==> src/rtl/riscv_insn_encoder.sv <==
// riscv_insn_encoder
// Packs RV32I instruction fields plus a sign-extended immediate into a 32-bit
// instruction word. The work is split over two pipeline stages:
//   - Stage 1 checks the fields for the chosen format.
//   - Stage 2 packs the word.
// Both stages use a valid/ready handshake that does not insert bubbles.
// Saturating counters track delivered good words and delivered rejected words.
module riscv_insn_encoder #(
    parameter int CNT_W = 16
) (
    input  logic             clk,
    input  logic             rst_n,
    input  logic             in_valid,
    output logic             in_ready,
    input  logic [2:0]       in_fmt,
    input  logic [6:0]       in_opcode,
    input  logic [4:0]       in_rd,
    input  logic [4:0]       in_rs1,
    input  logic [4:0]       in_rs2,
    input  logic [2:0]       in_funct3,
    input  logic [6:0]       in_funct7,
    input  logic [31:0]      in_imm,
    output logic             out_valid,
    input  logic             out_ready,
    output logic [31:0]      out_insn,
    output logic             out_err,
    input  logic             cnt_clr,
    output logic [CNT_W-1:0] insn_cnt,
    output logic [CNT_W-1:0] err_cnt
);

    localparam logic [2:0] FMT_R = 3'd0;
    localparam logic [2:0] FMT_I = 3'd1;
    localparam logic [2:0] FMT_S = 3'd2;
    localparam logic [2:0] FMT_B = 3'd3;
    localparam logic [2:0] FMT_U = 3'd4;
    localparam logic [2:0] FMT_J = 3'd5;

    // Flags opcode, format or immediate values that cannot be encoded.
    // Fields that the format does not use are not checked.
    function automatic logic field_err(input logic [2:0]  fmt,
                                       input logic [6:0]  op,
                                       input logic [31:0] imm);
        logic signed [31:0] simm;
        logic               e;
        simm = $signed(imm);
        e    = (op[1:0] != 2'b11);
        case (fmt)
            FMT_R:        e = e;
            FMT_I, FMT_S: e = e | (simm < -32'sd2048) | (simm > 32'sd2047);
            FMT_B:        e = e | (simm < -32'sd4096) | (simm > 32'sd4094) | imm[0];
            FMT_U:        e = e | (imm[11:0] != 12'h000);
            FMT_J:        e = e | (simm < -32'sd1048576) | (simm > 32'sd1048574) | imm[0];
            default:      e = 1'b1;
        endcase
        return e;
    endfunction

    // Standard RV32 bit layouts for the six base formats.
    function automatic logic [31:0] pack(input logic [2:0]  fmt,
                                         input logic [6:0]  op,
                                         input logic [4:0]  rd,
                                         input logic [4:0]  rs1,
                                         input logic [4:0]  rs2,
                                         input logic [2:0]  f3,
                                         input logic [6:0]  f7,
                                         input logic [31:0] imm);
        logic [31:0] w;
        case (fmt)
            FMT_R:   w = {f7, rs2, rs1, f3, rd, op};
            FMT_I:   w = {imm[11:0], rs1, f3, rd, op};
            FMT_S:   w = {imm[11:5], rs2, rs1, f3, imm[4:0], op};
            FMT_B:   w = {imm[12], imm[10:5], rs2, rs1, f3, imm[4:1], imm[11], op};
            FMT_U:   w = {imm[31:12], rd, op};
            FMT_J:   w = {imm[20], imm[10:1], imm[11], imm[19:12], rd, op};
            default: w = 32'h0000_0000;
        endcase
        return w;
    endfunction

    logic        s1_v_r;
    logic        s1_err_r;
    logic [2:0]  s1_fmt_r;
    logic [6:0]  s1_op_r;
    logic [4:0]  s1_rd_r;
    logic [4:0]  s1_rs1_r;
    logic [4:0]  s1_rs2_r;
    logic [2:0]  s1_f3_r;
    logic [6:0]  s1_f7_r;
    logic [31:0] s1_imm_r;

    logic        s2_v_r;
    logic        out_err_r;
    logic [31:0] out_insn_r;

    logic [CNT_W-1:0] insn_cnt_r;
    logic [CNT_W-1:0] err_cnt_r;

    logic s1_adv_s;
    logic in_ready_s;

    // Stage 1 may move forward when stage 2 is empty or is draining this cycle.
    always_comb begin
        s1_adv_s   = !s2_v_r || out_ready;
        in_ready_s = !s1_v_r || s1_adv_s;
    end

    // Stage 1: capture the input fields and their validity check.
    always_ff @(posedge clk or negedge rst_n) begin
        if (!rst_n) begin
            s1_v_r   <= 1'b0;
            s1_err_r <= 1'b0;
            s1_fmt_r <= 3'd0;
            s1_op_r  <= 7'd0;
            s1_rd_r  <= 5'd0;
            s1_rs1_r <= 5'd0;
            s1_rs2_r <= 5'd0;
            s1_f3_r  <= 3'd0;
            s1_f7_r  <= 7'd0;
            s1_imm_r <= 32'd0;
        end else if (in_ready_s) begin
            s1_v_r <= in_valid;
            if (in_valid) begin
                s1_err_r <= field_err(in_fmt, in_opcode, in_imm);
                s1_fmt_r <= in_fmt;
                s1_op_r  <= in_opcode;
                s1_rd_r  <= in_rd;
                s1_rs1_r <= in_rs1;
                s1_rs2_r <= in_rs2;
                s1_f3_r  <= in_funct3;
                s1_f7_r  <= in_funct7;
                s1_imm_r <= in_imm;
            end
        end
    end

    // Stage 2: pack the word. The word is held while the output is stalled,
    // and a rejected word is forced to zero.
    always_ff @(posedge clk or negedge rst_n) begin
        if (!rst_n) begin
            s2_v_r     <= 1'b0;
            out_err_r  <= 1'b0;
            out_insn_r <= 32'h0000_0000;
        end else if (s1_adv_s) begin
            s2_v_r <= s1_v_r;
            if (s1_v_r) begin
                out_err_r  <= s1_err_r;
                out_insn_r <= s1_err_r ? 32'h0000_0000 :
                              pack(s1_fmt_r, s1_op_r, s1_rd_r, s1_rs1_r, s1_rs2_r,
                                   s1_f3_r, s1_f7_r, s1_imm_r);
            end
        end
    end

    // Saturating delivery counters. A same-cycle clear takes priority over an increment.
    always_ff @(posedge clk or negedge rst_n) begin
        if (!rst_n) begin
            insn_cnt_r <= {CNT_W{1'b0}};
            err_cnt_r  <= {CNT_W{1'b0}};
        end else if (cnt_clr) begin
            insn_cnt_r <= {CNT_W{1'b0}};
            err_cnt_r  <= {CNT_W{1'b0}};
        end else if (s2_v_r && out_ready) begin
            if (out_err_r) begin
                if (err_cnt_r != {CNT_W{1'b1}}) begin
                    err_cnt_r <= err_cnt_r + {{(CNT_W-1){1'b0}}, 1'b1};
                end
            end else begin
                if (insn_cnt_r != {CNT_W{1'b1}}) begin
                    insn_cnt_r <= insn_cnt_r + {{(CNT_W-1){1'b0}}, 1'b1};
                end
            end
        end
    end

    assign in_ready  = in_ready_s;
    assign out_valid = s2_v_r;
    assign out_err   = out_err_r;
    assign out_insn  = out_insn_r;
    assign insn_cnt  = insn_cnt_r;
    assign err_cnt   = err_cnt_r;

endmodule

==> config.mk <==
export PLATFORM = sky130hd
export DESIGN_NAME = riscv_insn_encoder
export DESIGN_NICKNAME = d
export VERILOG_FILES = /design/src/rtl/riscv_insn_encoder.sv
export SDC_FILE = /design/constraint.sdc
export NUM_CORES = 1
export LEC_CHECK = 0
export ABC_AREA = 1
export BUFFER_PORTS_ARGS = -buffer_cell sky130_fd_sc_hd__buf_2
export CAP_MARGIN = 15
export CORE_MARGIN = 4
export CORE_UTILIZATION = 35
export DETAILED_ROUTE_END_ITERATION = 10
export GPL_TIMING_DRIVEN = 0
export PLACE_DENSITY = 0.67
export SLEW_MARGIN = 25
export SYNTH_ARGS = -nofsm -noshare
export SYNTH_HDL_FRONTEND = slang
export SYNTH_SLANG_ARGS = --single-unit
==> constraint.sdc <==
create_clock -name clk -period 3.3 [get_ports clk]
set_input_delay 0.33 -clock clk [delete_from_list [all_inputs] [get_ports clk]]
set_output_delay 0.33 -clock clk [all_outputs]
set_load 0.05 [all_outputs]
==> flow_summary.ini <==
[floorplan]
design.core.area_mm2 = 0.0182
std_cell_rows = 49
die_h_um = 145
dieArea_mm2 = 0.0211
start_util = 0.362
die_x_um = 145
ios = 139

[sta]
finalSetupTns_ns = 0
maxClockFrequency_mhz = 528
skew_ns = 0.00740
post-route-period-util = 0.573
setup_violations = 0
drv_slew = 0
worstMarginPinSlew_ns = 0.604
hold_slack_ns = 0.107
period_minus_slack_ns = 1.89
finalHoldViolCount = 0
slew_headroom = 0.597
rsz0062_at_grt = no

[placement]
portBuffers = 138
place_area_mm2 = 0.00760
place_inst = 1215
gp_congestion = 0.914
dpl.hpwl_mm = 14.3

[global_route]
grt_max_degree = 80
grt_pass1_wl_mm = 30.7
antenna_found_initial = 0
grt_pass1_vias = 6008
grt_use_total = 0.181
grt-ovfl-total = 0

[synthesis]
seq_area_frac_synth = 0.513
synth_cells = 847
synth_nets = 921
synth_cell_type_count = 35
syn_area_mm2 = 0.00659
yosysWarnings = 0
synth_seq_cells = 135
async_reset_ff_frac = 1.00
syn_avg_cell_area_um2 = 7.78
dominantRegCellSynth = dfrtp_1
synth-edff-count = 0

[routing]
drcViolationCount = 0
via_count = 6127
antenna_left = 0
drt_iter0_drc = 402
wl_per_cell_um = 14.9
drt_pass1_iterations = 6
vias_per_cell = 4.91
wirelength_mm = 18.6

[critical_path]
critPathArrivalTime_ns = 2.20
crit_path_top_delay_cell = dfrtp_1
crit_family = simple AND/OR/NAND/NOR gates
cp-end-kind = flop
path_cells = ha_1 > nand2_1 > nor3_2 > nand3_2 > nand2_4 > nor3_4 > nand3_1 > and3_1
cp_num_buf_inv = 0
crit_fanout = 9
cp-start-kind = flop
worst-setup-path-type = flop to flop
worst-endpoint-required_ns = 3.60
crit_path_max_incr_delay_ns = 0.41

[power_and_ir_drop]
peakVddDrop_uv = 328
p_leak_uw = 0.00413
power_density_mw_per_mm2 = 572

[cts]
cts_tree = built
clkSinkCount = 135
clock-root-buffer = clkbuf_16
htree_levels = 4
cts.repair.resized = 0
hold_buffers = 1
clk_transition_reported_paths_ns = 0.06
clock_latency_ns = 0.42
post_cts_buffers = 0
cts.path.max_buffers = 2
cts-buffers-inserted = 17

[run]
drv_cap = 0

[final_layout]
drive_above_1_share = 0.194
syn_to_final_growth_pct = 24.0
instances_no_fill = 1249
fin_area_mm2 = 0.00817
fillers = 1837
nets = 1080
final_cell_mix = nand2_1, buf_2, dfrtp_1, inv_1, o21ai_0
final_common_cell = nand2_1

[hold_path]
hold_path.class = input port to flop

[run_status]
status = finished clean
layer usage:
layer | vias up | global-route usage | share of wire
li1 | 3050 | - | -
met1 | 2863 | 0.247 | 0.46
met2 | 186 | 0.284 | 0.46
met3 | 28 | 0.0449 | 0.062
met4 | 0 | 0.0636 | 0.016
met5 | - | 0 | 0
power by group:
part	internal, uW	switching (uW)	total (uW)
registers	1840	123	1970
logic	244	674	919
clock network	1040	747	1790
total	3130	1540	4670
Yosys cell counts (3+ instances only):
library cell / count / share of area
clkbuf_1: 21 / 0.012
inv_2: 4 / 0.0023
dfrtp_1: 135 / 0.51
o22ai_1: 4 / 0.0038
a21oi_1: 20 / 0.015
o31ai_1: 3 / 0.0034
nand3_2: 5 / 0.0076
nand2_2: 5 / 0.0047
a22oi_1: 8 / 0.0091
o21ai_1: 3 / 0.0023
inv_1: 106 / 0.060
xor2_1: 3 / 0.0040
nand4_1: 10 / 0.0095
nand2_1: 246 / 0.14
nor2_1: 91 / 0.052
nor3_1: 10 / 0.0076
nor3_2: 3 / 0.0046
o21ai_0: 101 / 0.077
a221oi_1: 12 / 0.016
nand3_1: 34 / 0.026
flip-flops by register name, summed over array words and instances (netlist names):
register   flops
out_insn      32
s1_imm_r      32
err_cnt       16
insn_cnt      16
s1_f7_r        7
s1_op_r        7
s1_rd_r        5
s1_rs1_r       5
s1_rs2_r       5
s1_f3_r        3
s1_fmt_r       3
out_err        1
out_valid      1
s1_err_r       1
s1_v_r         1
path summary, 6_finish.rpt:
path                                               start                       end  slack [ns]  depth (start not counted)
worst max-delay path             insn_cnt[1]$_DFFE_PN0P_  insn_cnt[10]$_DFFE_PN0P_        1.41                          8
worst min register to register  out_insn[31]$_DFFE_PN0P_  out_insn[31]$_DFFE_PN0P_        0.48                          2
min in group asynchronous                          rst_n    err_cnt[9]$_DFFE_PN0P_        0.49                          2
worst max register to register   insn_cnt[1]$_DFFE_PN0P_  insn_cnt[10]$_DFFE_PN0P_        1.41                          8
worst min-delay path                           in_rs1[0]   s1_rs1_r[0]$_DFFE_PN0P_        0.11                          3
max in group asynchronous                          rst_n   s1_imm_r[0]$_DFFE_PN0P_        2.13                          3
area by class of cell:
class                           instances  area (um2)  share of cell area
Buffer                                 26         104              0.0127
Antenna cell                            1        2.50            0.000306
Timing Repair Buffer                  140         738              0.0903
Inverter                              111         417              0.0510
Multi-Input combinational cell        575        2690               0.329
Clock buffer                           18         429              0.0525
Sequential cell                       135        3380               0.413
Clock inverter                         14         128              0.0156
Tap cell                              229         287              0.0351
metrics by stage:
stage | worst slack [ns] | power (uW) | util
after detailed placement | 1.30 | 2920 | 0.418
after CTS | 1.38 | 4710 | 0.449
after global placement | 0.0139 | 2900 | 0.415
final | 1.41 | 4670 | 0.449
after floorplan | 1.17 | 2570 | -
after global routing | 1.21 | 4920 | 0.449
worst register-to-register path: stages (launching register included):
cell and delay, ns:
dfrtp_1 0.41, ha_1 0.22, nand2_1 0.23, nor3_2 0.09, nand3_2 0.12, nand2_4 0.12
nor3_4 0.27, nand3_1 0.13, and3_1 0.19
kinds of logic (layout without fill, tap and decap cells):
group	count (synthesis)	after routing	synth area share
compound gates	155	155	0.131
xor+xnor	3	3	0.00399
fa+ha+maj	2	2	0.00380
buf+inv	137	309	0.0790
flops	135	135	0.513
other cells	0	1	0
simple gates	415	415	0.270
Power figures use the tool's default switching activity.
